## config.mk

```make
export PLATFORM = sky130hd
export DESIGN_NAME = twiddle_apply8_flat
export DESIGN_NICKNAME = d
export VERILOG_FILES = /design/src/rtl/twiddle_apply8_pkg.sv /design/src/rtl/twiddle_apply8_if.sv /design/src/rtl/Twiddle8.sv /design/src/rtl/twiddle_apply8.sv /design/src/flat_wrapper.sv
export SDC_FILE = /design/constraint.sdc
export NUM_CORES = 2
export LEC_CHECK = 0
export CAP_MARGIN = 20
export CORE_ASPECT_RATIO = 0.75
export CORE_UTILIZATION = 59
export DETAILED_ROUTE_END_ITERATION = 8
export MAX_ROUTING_LAYER = met4
export PLACE_DENSITY = 0.73
export SLEW_MARGIN = 20
export SYNTH_ARGS = -nofsm -noshare
export SYNTH_HDL_FRONTEND = slang
export SYNTH_SLANG_ARGS = --single-unit
```

## constraint.sdc

```tcl
create_clock -name clk -period 10 [get_ports clk]
set_input_delay 2 -clock clk [delete_from_list [all_inputs] [get_ports clk]]
set_output_delay 2 -clock clk [all_outputs]
set_load 0.02 [all_outputs]
```

## src/rtl/twiddle_apply8_pkg.sv

```systemverilog
// Shared types and arithmetic helpers for the twiddle multiply stage.
// Twiddles are 18-bit signed with 10 fraction bits (1.0 = 1024).
package twiddle_apply8_pkg;

    localparam int TW_W    = 18;
    localparam int TW_FRAC = 10;
    localparam int TW_ONE  = 1024;

    typedef logic [2:0] tw_addr_t;
    typedef logic signed [TW_W-1:0] tw_t;

    // Treat x as an in_w-bit signed value, round half up by dropping
    // TW_FRAC fraction bits, then clamp to an out_w-bit signed range.
    function automatic logic signed [63:0] round_sat(
        input logic signed [63:0] x,
        input int                 in_w,
        input int                 out_w
    );
        logic signed [63:0] xs;
        logic signed [63:0] r;
        logic signed [63:0] hi;
        logic signed [63:0] lo;
        logic signed [63:0] res;
        xs = (x <<< (64 - in_w)) >>> (64 - in_w);
        r  = (xs + (64'sd1 <<< (TW_FRAC - 1))) >>> TW_FRAC;
        hi = (64'sd1 <<< (out_w - 1)) - 64'sd1;
        lo = -(64'sd1 <<< (out_w - 1));
        if (r > hi) begin
            res = hi;
        end else if (r < lo) begin
            res = lo;
        end else begin
            res = r;
        end
        return res;
    endfunction

endpackage

```

## src/rtl/twiddle_apply8_if.sv

```systemverilog
// Sample stream into and out of the twiddle multiply stage,
// plus the per-frame step/inv controls that ride with the input.
interface twiddle_apply8_if #(
    parameter int WIDTH = 16
);
    import twiddle_apply8_pkg::*;

    logic                    di_en;
    logic signed [WIDTH-1:0] di_re;
    logic signed [WIDTH-1:0] di_im;
    tw_addr_t                step;
    logic                    inv;
    logic                    do_en;
    logic signed [WIDTH-1:0] do_re;
    logic signed [WIDTH-1:0] do_im;

    modport master (
        output di_en, di_re, di_im, step, inv,
        input  do_en, do_re, do_im
    );

    modport slave (
        input  di_en, di_re, di_im, step, inv,
        output do_en, do_re, do_im
    );

endinterface

```

## src/rtl/Twiddle8.sv

```systemverilog
// 8-point twiddle ROM, W8^k = exp(-j*2*pi*k/8) scaled by 1024 and
// floored, with an optional output register selected by TW_FF.
module Twiddle8
    import twiddle_apply8_pkg::*;
#(
    parameter int TW_FF = 1
) (
    input  logic     clk,
    input  logic     rst,
    input  tw_addr_t addr,
    output tw_t      tw_re,
    output tw_t      tw_im
);

    tw_t rom_re;
    tw_t rom_im;

    // Table lookup; entries are floored, hence the -1 residues at 4 and 6
    always_comb begin
        rom_re = '0;
        rom_im = '0;
        unique case (addr)
            3'd0: begin rom_re =  18'sd1024; rom_im =  18'sd0;    end
            3'd1: begin rom_re =  18'sd724;  rom_im = -18'sd725;  end
            3'd2: begin rom_re =  18'sd0;    rom_im = -18'sd1024; end
            3'd3: begin rom_re = -18'sd725;  rom_im = -18'sd725;  end
            3'd4: begin rom_re = -18'sd1024; rom_im = -18'sd1;    end
            3'd5: begin rom_re = -18'sd725;  rom_im =  18'sd724;  end
            3'd6: begin rom_re = -18'sd1;    rom_im =  18'sd1024; end
            3'd7: begin rom_re =  18'sd724;  rom_im =  18'sd724;  end
        endcase
    end

    generate
        if (TW_FF != 0) begin : g_reg
            // Registered ROM output
            always_ff @(posedge clk or posedge rst) begin
                if (rst) begin
                    tw_re <= '0;
                    tw_im <= '0;
                end else begin
                    tw_re <= rom_re;
                    tw_im <= rom_im;
                end
            end
        end else begin : g_comb
            assign tw_re = rom_re;
            assign tw_im = rom_im;
        end
    endgenerate

endmodule

```

## src/rtl/twiddle_apply8.sv

```systemverilog
// Streaming complex multiply by an 8-point twiddle addressed n*step mod 8,
// with optional conjugation, rounding and saturation back to WIDTH.
module twiddle_apply8
    import twiddle_apply8_pkg::*;
#(
    parameter int WIDTH = 16,
    parameter int TW_FF = 1
) (
    input logic             clk,
    input logic             rst,
    twiddle_apply8_if.slave bus
);

    localparam int PW = WIDTH + TW_W;
    localparam int SW = WIDTH + TW_W + 1;

    logic [2:0] n;
    tw_addr_t   acc;
    tw_addr_t   step_q;
    logic       inv_q;
    logic       frame_start;
    tw_addr_t   addr;
    logic       s_inv;
    tw_t        tw_re;
    tw_t        tw_im;

    assign frame_start = bus.di_en && (n == 3'd0);
    assign addr        = frame_start ? '0 : acc;
    assign s_inv       = frame_start ? bus.inv : inv_q;

    // Frame counter, address accumulator and per-frame step/inv latch
    always_ff @(posedge clk or posedge rst) begin
        if (rst) begin
            n      <= '0;
            acc    <= '0;
            step_q <= '0;
            inv_q  <= 1'b0;
        end else if (bus.di_en) begin
            n <= n + 3'd1;
            if (frame_start) begin
                step_q <= bus.step;
                inv_q  <= bus.inv;
                acc    <= bus.step;
            end else begin
                acc <= acc + step_q;
            end
        end
    end

    Twiddle8 #(
        .TW_FF (TW_FF)
    ) u_rom (
        .clk   (clk),
        .rst   (rst),
        .addr  (addr),
        .tw_re (tw_re),
        .tw_im (tw_im)
    );

    logic                    a_v;
    logic                    a_inv;
    logic signed [WIDTH-1:0] a_re;
    logic signed [WIDTH-1:0] a_im;

    generate
        if (TW_FF != 0) begin : g_s0
            // S0: data and inv aligned with the registered ROM output
            always_ff @(posedge clk or posedge rst) begin
                if (rst) begin
                    a_v   <= 1'b0;
                    a_inv <= 1'b0;
                    a_re  <= '0;
                    a_im  <= '0;
                end else begin
                    a_v   <= bus.di_en;
                    a_inv <= s_inv;
                    a_re  <= bus.di_re;
                    a_im  <= bus.di_im;
                end
            end
        end else begin : g_s0_bypass
            assign a_v   = bus.di_en;
            assign a_inv = s_inv;
            assign a_re  = bus.di_re;
            assign a_im  = bus.di_im;
        end
    endgenerate

    tw_t                  tw_d;
    logic signed [PW-1:0] ea;
    logic signed [PW-1:0] eb;
    logic signed [PW-1:0] ec;
    logic signed [PW-1:0] ed;

    assign tw_d = a_inv ? -tw_im : tw_im;
    assign ea   = PW'(a_re);
    assign eb   = PW'(a_im);
    assign ec   = PW'(tw_re);
    assign ed   = PW'(tw_d);

    logic                 p_v;
    logic signed [PW-1:0] p_ac;
    logic signed [PW-1:0] p_bd;
    logic signed [PW-1:0] p_ad;
    logic signed [PW-1:0] p_bc;

    // S1: the four partial products
    always_ff @(posedge clk or posedge rst) begin
        if (rst) begin
            p_v  <= 1'b0;
            p_ac <= '0;
            p_bd <= '0;
            p_ad <= '0;
            p_bc <= '0;
        end else begin
            p_v  <= a_v;
            p_ac <= ea * ec;
            p_bd <= eb * ed;
            p_ad <= ea * ed;
            p_bc <= eb * ec;
        end
    end

    logic signed [SW-1:0] sum_re;
    logic signed [SW-1:0] sum_im;

    assign sum_re = SW'(p_ac) - SW'(p_bd);
    assign sum_im = SW'(p_ad) + SW'(p_bc);

    // S2: round, saturate and hold the outputs between valid samples
    always_ff @(posedge clk or posedge rst) begin
        if (rst) begin
            bus.do_en <= 1'b0;
            bus.do_re <= '0;
            bus.do_im <= '0;
        end else begin
            bus.do_en <= p_v;
            if (p_v) begin
                bus.do_re <= WIDTH'(round_sat(64'(sum_re), SW, WIDTH));
                bus.do_im <= WIDTH'(round_sat(64'(sum_im), SW, WIDTH));
            end
        end
    end

endmodule

```

## src/flat_wrapper.sv

```systemverilog
// flat-port wrapper written by rule: the top's interface ports become plain ports
module twiddle_apply8_flat import twiddle_apply8_pkg::*;
#(
    parameter int WIDTH = 16,
    parameter int TW_FF = 1
)
  (clk, rst, bus_di_en, bus_di_re, bus_di_im, bus_step, bus_inv, bus_do_en, bus_do_re, bus_do_im);
  twiddle_apply8_if #(.WIDTH(WIDTH)) bus_i ();
  input logic clk;
  input logic rst;
  input wire logic [$bits(bus_i.di_en)-1:0] bus_di_en;
  input wire logic [$bits(bus_i.di_re)-1:0] bus_di_re;
  input wire logic [$bits(bus_i.di_im)-1:0] bus_di_im;
  input wire logic [$bits(bus_i.step)-1:0] bus_step;
  input wire logic [$bits(bus_i.inv)-1:0] bus_inv;
  output wire logic [$bits(bus_i.do_en)-1:0] bus_do_en;
  output wire logic [$bits(bus_i.do_re)-1:0] bus_do_re;
  output wire logic [$bits(bus_i.do_im)-1:0] bus_do_im;
  assign bus_i.di_en = bus_di_en;
  assign bus_i.di_re = bus_di_re;
  assign bus_i.di_im = bus_di_im;
  assign bus_i.step = bus_step;
  assign bus_i.inv = bus_inv;
  assign bus_do_en = bus_i.do_en;
  assign bus_do_re = bus_i.do_re;
  assign bus_do_im = bus_i.do_im;
  twiddle_apply8 #(.WIDTH(WIDTH), .TW_FF(TW_FF)) u_core (.clk(clk), .rst(rst), .bus(bus_i));
endmodule
```

Word level (Yosys, flattened, before mapping):

Memories as Yosys holds them, arrays and structs flattened. A register that Yosys moved wholly into a read port is not among the register bits.
Cells that the tools add are included.

* flip-flop bits (word level): 214
* bits in latches: 0
* bits in writable memories: 0
* memory bits (read-only): 288
* input bits: 39
* output and inout bits: 33
* memories kept: 1

Memory list
* (no name shown): depth 8, bits a word 36, rd ports 1, clocked after memory_dff 1, wr ports 0, line Twiddle8.sv:22 `unique case (addr)`

* add/sub/neg operators: 7
* multipliers: 4
* div/mod/pow operators: 0
* order comparisons: 4
* equality and inequality tests: 0
* shift operators: 0
* multiplexer cells: 8
* bitwise logic cells: 0
* reductions and logical operators: 3

Operators with widths (count)
* 16-bit by 18-bit multiplier with 34-bit output: 4
* 35-bit by 11-bit adder with 36-bit output (second input constant): 2
* 16-bit 2-to-1 mux: 4
* 26-bit by 16-bit greater-than comparator with 1-bit output (second input constant): 2
* 26-bit by 16-bit less-than comparator with 1-bit output (second input constant): 2
* 34-bit by 34-bit adder with 35-bit output: 1
* 34-bit by 34-bit subtractor with 35-bit output: 1
* 18-bit 2-to-1 mux: 1
* 18-bit negation: 1
* 3-bit 2-to-1 mux: 2
* 3-bit by 1-bit adder with 3-bit output (second input constant): 1
* 3-bit adder: 1
* 3-bit logical NOT: 1
* 2-bit AND reduction: 1
* 1-bit logical AND: 1
* 1-bit 2-to-1 mux: 1

Depth between registers and ports, before layout:

* word-level depth: 5
* gate-level depth with buffers: 32
* depth with buffers taken out: 31

Hierarchy:

A second synthesis with hierarchy kept.

* cell total of the unflattened synthesis: 5841
* area total of the unflattened synthesis: 54344.6 um^2

Modules (own cells, without submodules)
* twiddle_apply8: instances 1, cells an instance 5781, area an instance 53756.6 um^2
* Twiddle8: instances 1, cells an instance 60, area an instance 588.1 um^2

Least setup slack after synthesis:

Ideal clock, no wire load.

* path type: register -> register
* from: register u_core.u_rom.tw_im[8]
* to: register u_core.p_ad[30]
* arrival time: 7.087 ns
* data required time: 9.920 ns
* slack: 2.833 ns
* cell stages (with the launch flop): 30
* buffers on the path: 1
* period minus slack after synthesis: 7.167 ns
* path through: dfrtp_1 inv_1 ha_1 nand2b_1 nor2_1 nand2_1 nand2_1 xnor2_1 clkbuf_1 nand2_1 fa_1 inv_1 fa_1 inv_1 fa_1 fa_1 inv_1 fa_1 fa_1 ha_1 a21o_1 a21o_1 a21oi_1 nor2b_1 a311o_1 nor3b_1 o41ai_1 o2111ai_1 a21oi_1 xnor2_1

* longest elaborated chain between the ends: 3

Ends and longest elaborated chain
* start: declaration: line Twiddle8.sv:12 `output tw_t tw_im`
* 18-bit negation: line twiddle_apply8.sv:95 `assign tw_d = a_inv ? -tw_im : tw_im;`
* 18-bit 2-to-1 mux (*): line twiddle_apply8.sv:95
* 16-bit by 18-bit multiplier with 34-bit output (*): line twiddle_apply8.sv:119 `p_ad <= ea * ed;`
* end signal: assignment: line twiddle_apply8.sv:119
* end: declaration: line twiddle_apply8.sv:104 `logic signed [PW-1:0] p_ad;`

Mark *: on every way between the ends. The rest lies on a longest branch, timed or not.
A chain may end at the register's enable or synchronous reset.

Worst setup path after layout:

* from: register u_core.u_rom.tw_im[8]
* to: register u_core.p_bd[30]

* longest elaborated chain between the ends: 3

Ends and longest elaborated chain
* 18-bit negation: line twiddle_apply8.sv:95
* 18-bit 2-to-1 mux (*): line twiddle_apply8.sv:95
* 16-bit by 18-bit multiplier with 34-bit output (*): line twiddle_apply8.sv:118 `p_bd <= eb * ed;`
* end signal: assignment: line twiddle_apply8.sv:118
* end: declaration: line twiddle_apply8.sv:103 `logic signed [PW-1:0] p_bd;`

Marked as above.

==> summary.txt <==
Status = completed
RSZ-0062 raised after global routing = false
Post-CTS Hold Buffers = 0
Die Span X = 324.8 microns
Post-Syn Area = 46,110 sq um
Max-cap violations = 0
Chip height = 244.1 microns
Finished Layout Cells = 5,858
Worst Setup Start Kind = register
Critical path class = register to register
Most numerous cell on the critical path = fa_1
Layout cells sized above 1 = 0.02675
DIE AREA = 79,280 sq um
Seq/Total Area, Yosys = 0.1205
Slew Limit Fails = 0
Top Ports = 72
Row count = 88
CTS tree = done
Worst EP arrival = 8.93 ns
Worst-Margin Slew = 1.198 ns
FF+latch count, synth = 222
Initial antenna violation count = 0
Dpl cells = 5,801
GP Congestion = 0.9547
Number of distinct library cells after synthesis = 71
I/O Buffers = 71
Post-CTS sizing = 0
Top-count cell post-synth = inv_1
TNS Setup = 0 ns
Worst path required time = 10.47 ns
Number of CTS-inserted buffers = 30
DP HPWL = 84,080 microns
First-pass GRT wire length = 172,300 microns
Slew headroom = 0.2014
Period utilization = 0.8460
Cell with the largest stage delay on the worst path = fa_1
Initial Utilization = 0.5982
Commonest cells in the netlist = inv_1 (1,326), fa_1 (985), ha_1 (483)
Via density = 5.306
CTS H-tree depth = 1
Final Skew = 0.05400 ns
Gr usage total = 0.2861
DRT iter0 DRCs = 2,095
Clock latency on the worst-skew pair = 0.64 ns
ANT nets after route = 0
Final hold viol count = 0
Routed len/inst = 17.44 microns
Hold WC Path Type = register to register
Clock root buffer = clkbuf_16
CP endpoint kind = register
Mapped Avg Cell Area = 9.688 sq um
Final instance area = 49,150 sq um
Layout Utilization = 0.6377
Largest net degree at the start of global routing = 112
Post-CTS setup repair buffer count = 0
Syn. warnings = 0
Post-synth EDFFs = 0
Area Overhead vs Synth = 6.611%
Antenna fix cells = 0
Vias in the first global route = 31,943
Critical path fanouts, max = 34
Clock sink count = 222
Placed Area = 48,060 sq um
Largest stage delay on the critical path = 0.56 ns
Cells after Synth = 4,759
Delay-heaviest family, CP = adder cells
Clock transition at path regs = 0.07 ns
Core Box Area = 77,070 sq um
DRT Pass-1 Iters = 5
Worst Path Buf+Inv = 8
Max Root-Sink Buffers = 3
Ys async rst share = 1.000
Final setup viols = 0
GR Overflow Total = 0
Synth top area share = 0.4277
Top cells by area in the synthesized netlist = fa_1 (43%), ha_1 (13%), dfrtp_1 (12%), inv_1 (11%), and2_1 (3.4%)
Tmin final = 8.460 ns
Top cell type by total area after synthesis = fa_1
Drt total wl = 102,200 microns
Syn nets = 6,266
Final #Nets = 6,306
Max Freq = 0.1182 GHz
Top_reg_cell synth = dfrtp_1
Vias post-DR = 31,085
DR DRC count = 0
==> final timing paths <==
| kind | depth (start not counted) | to | start | slack, ns |
|---|---|---|---|---|
| worst max-delay path | 29 | u_core.p_bd[30]$_DFF_PP0_ | u_core.u_rom.tw_im[8]$_DFF_PP0_ | 1.54 |
| worst min-delay path | 0 | u_core.p_v$_DFF_PP0_ | u_core.a_v$_DFF_PP0_ | 0.35 |
| worst max register to register | 29 | u_core.p_bd[30]$_DFF_PP0_ | u_core.u_rom.tw_im[8]$_DFF_PP0_ | 1.54 |
| worst min register to register | 0 | u_core.p_v$_DFF_PP0_ | u_core.a_v$_DFF_PP0_ | 0.35 |
| max in group asynchronous | 3 | u_core.p_bc[29]$_DFF_PP0_ | rst | 6.65 |
| min in group asynchronous | 2 | u_core.a_im[0]$_DFF_PP0_ | rst | 1.95 |
==> through the flow <==
stage / worst slack [ns] / hold WS [ns]
6_report: 1.540 / 0.3470
4_1_cts: 1.680 / 0.3481
5_1_grt: 1.127 / 0.3581
3_5_place_dp: 1.762 / 0.3346
2_1_floorplan: 1.922 / 0.3312
3_3_place_gp: 1.907 / 0.3360
==> registers in the layout, summed over array words and instances, names as in the netlist, 4 cells and up <==
| signal | cells |
|---|---|
| u_core.bus.do_re | 16 |
| u_core.u_rom.tw_im | 4 |
| u_core.a_im | 16 |
| u_core.a_re | 16 |
| u_core.p_ac | 34 |
| u_core.p_bd | 34 |
| u_core.p_ad | 34 |
| u_core.bus.do_im | 16 |
| u_core.u_rom.tw_re | 4 |
| u_core.p_bc | 34 |
==> routing by layer <==
| layer | share of wire | vias up | track usage |
|---|---|---|---|
| li1 | - | 14360 | - |
| met1 | 0.48 | 15614 | 0.4408 |
| met3 | 0.10 | 85 | 0.07941 |
| met4 | 0.015 | 0 | 0.03857 |
| met5 | 0 | - | - |
| met2 | 0.41 | 1026 | 0.3818 |
==> cell families (layout without fill, tap and decap cells) <==
family	count (synthesis)	in the layout	synth area share
adders and majority gates	1468	1468	0.5588
and+or+nand+nor	982	982	0.1023
muxes	7	7	0.001520
buffers and inverters	1432	1496	0.1167
DFF	222	222	0.1205
AOI/OAI and AO/OA	475	475	0.06733
xor gates and xnor gates	173	173	0.03286
==> worst reg2reg max path, delay by kind of cell, from the launching register on <==
| family | cells | cell delay [ns] |
|---|---|---|
| adder cells (fa/ha/maj) | 7 | 3.26 |
| flip-flops | 1 | 0.35 |
| XOR/XNOR | 1 | 0.14 |
| AO/OA/AOI/OAI | 11 | 2.69 |
| AND/OR/NAND/NOR | 2 | 0.42 |
| buffers and inverters | 8 | 1.43 |
==> placed cells by master (no fill, tap or decap), types with 21 or more instances in the layout <==
cell type           n
and3_1             22
and2_1            251
ha_1              483
a21o_1             72
nand2b_1           29
nor3_1             41
o21ai_0            84
dfrtp_1           219
fa_1              985
nand2_1           390
buf_4              42
nor2_1            150
clkbuf_16          31
inv_1            1325
xor2_1             58
nand3_1            33
a21oi_1           146
clkdlybuf4s50_1    71
o21a_1             21
xnor2_1           113
==> area by class of cell <==
class,instances,area [sq um]
multi-input combinational,3105,35210
fill,6330,27920
sequential,222,5559
inverter,1326,4985
tap,1035,1295
timing repair buffer,114,1054
clock buffer,40,849.6
clock inverter,16,206.4
Power is left out: the tool's default activity adds up to more than one toggle a clock period on the data nets, which glitch-free logic cannot reach.
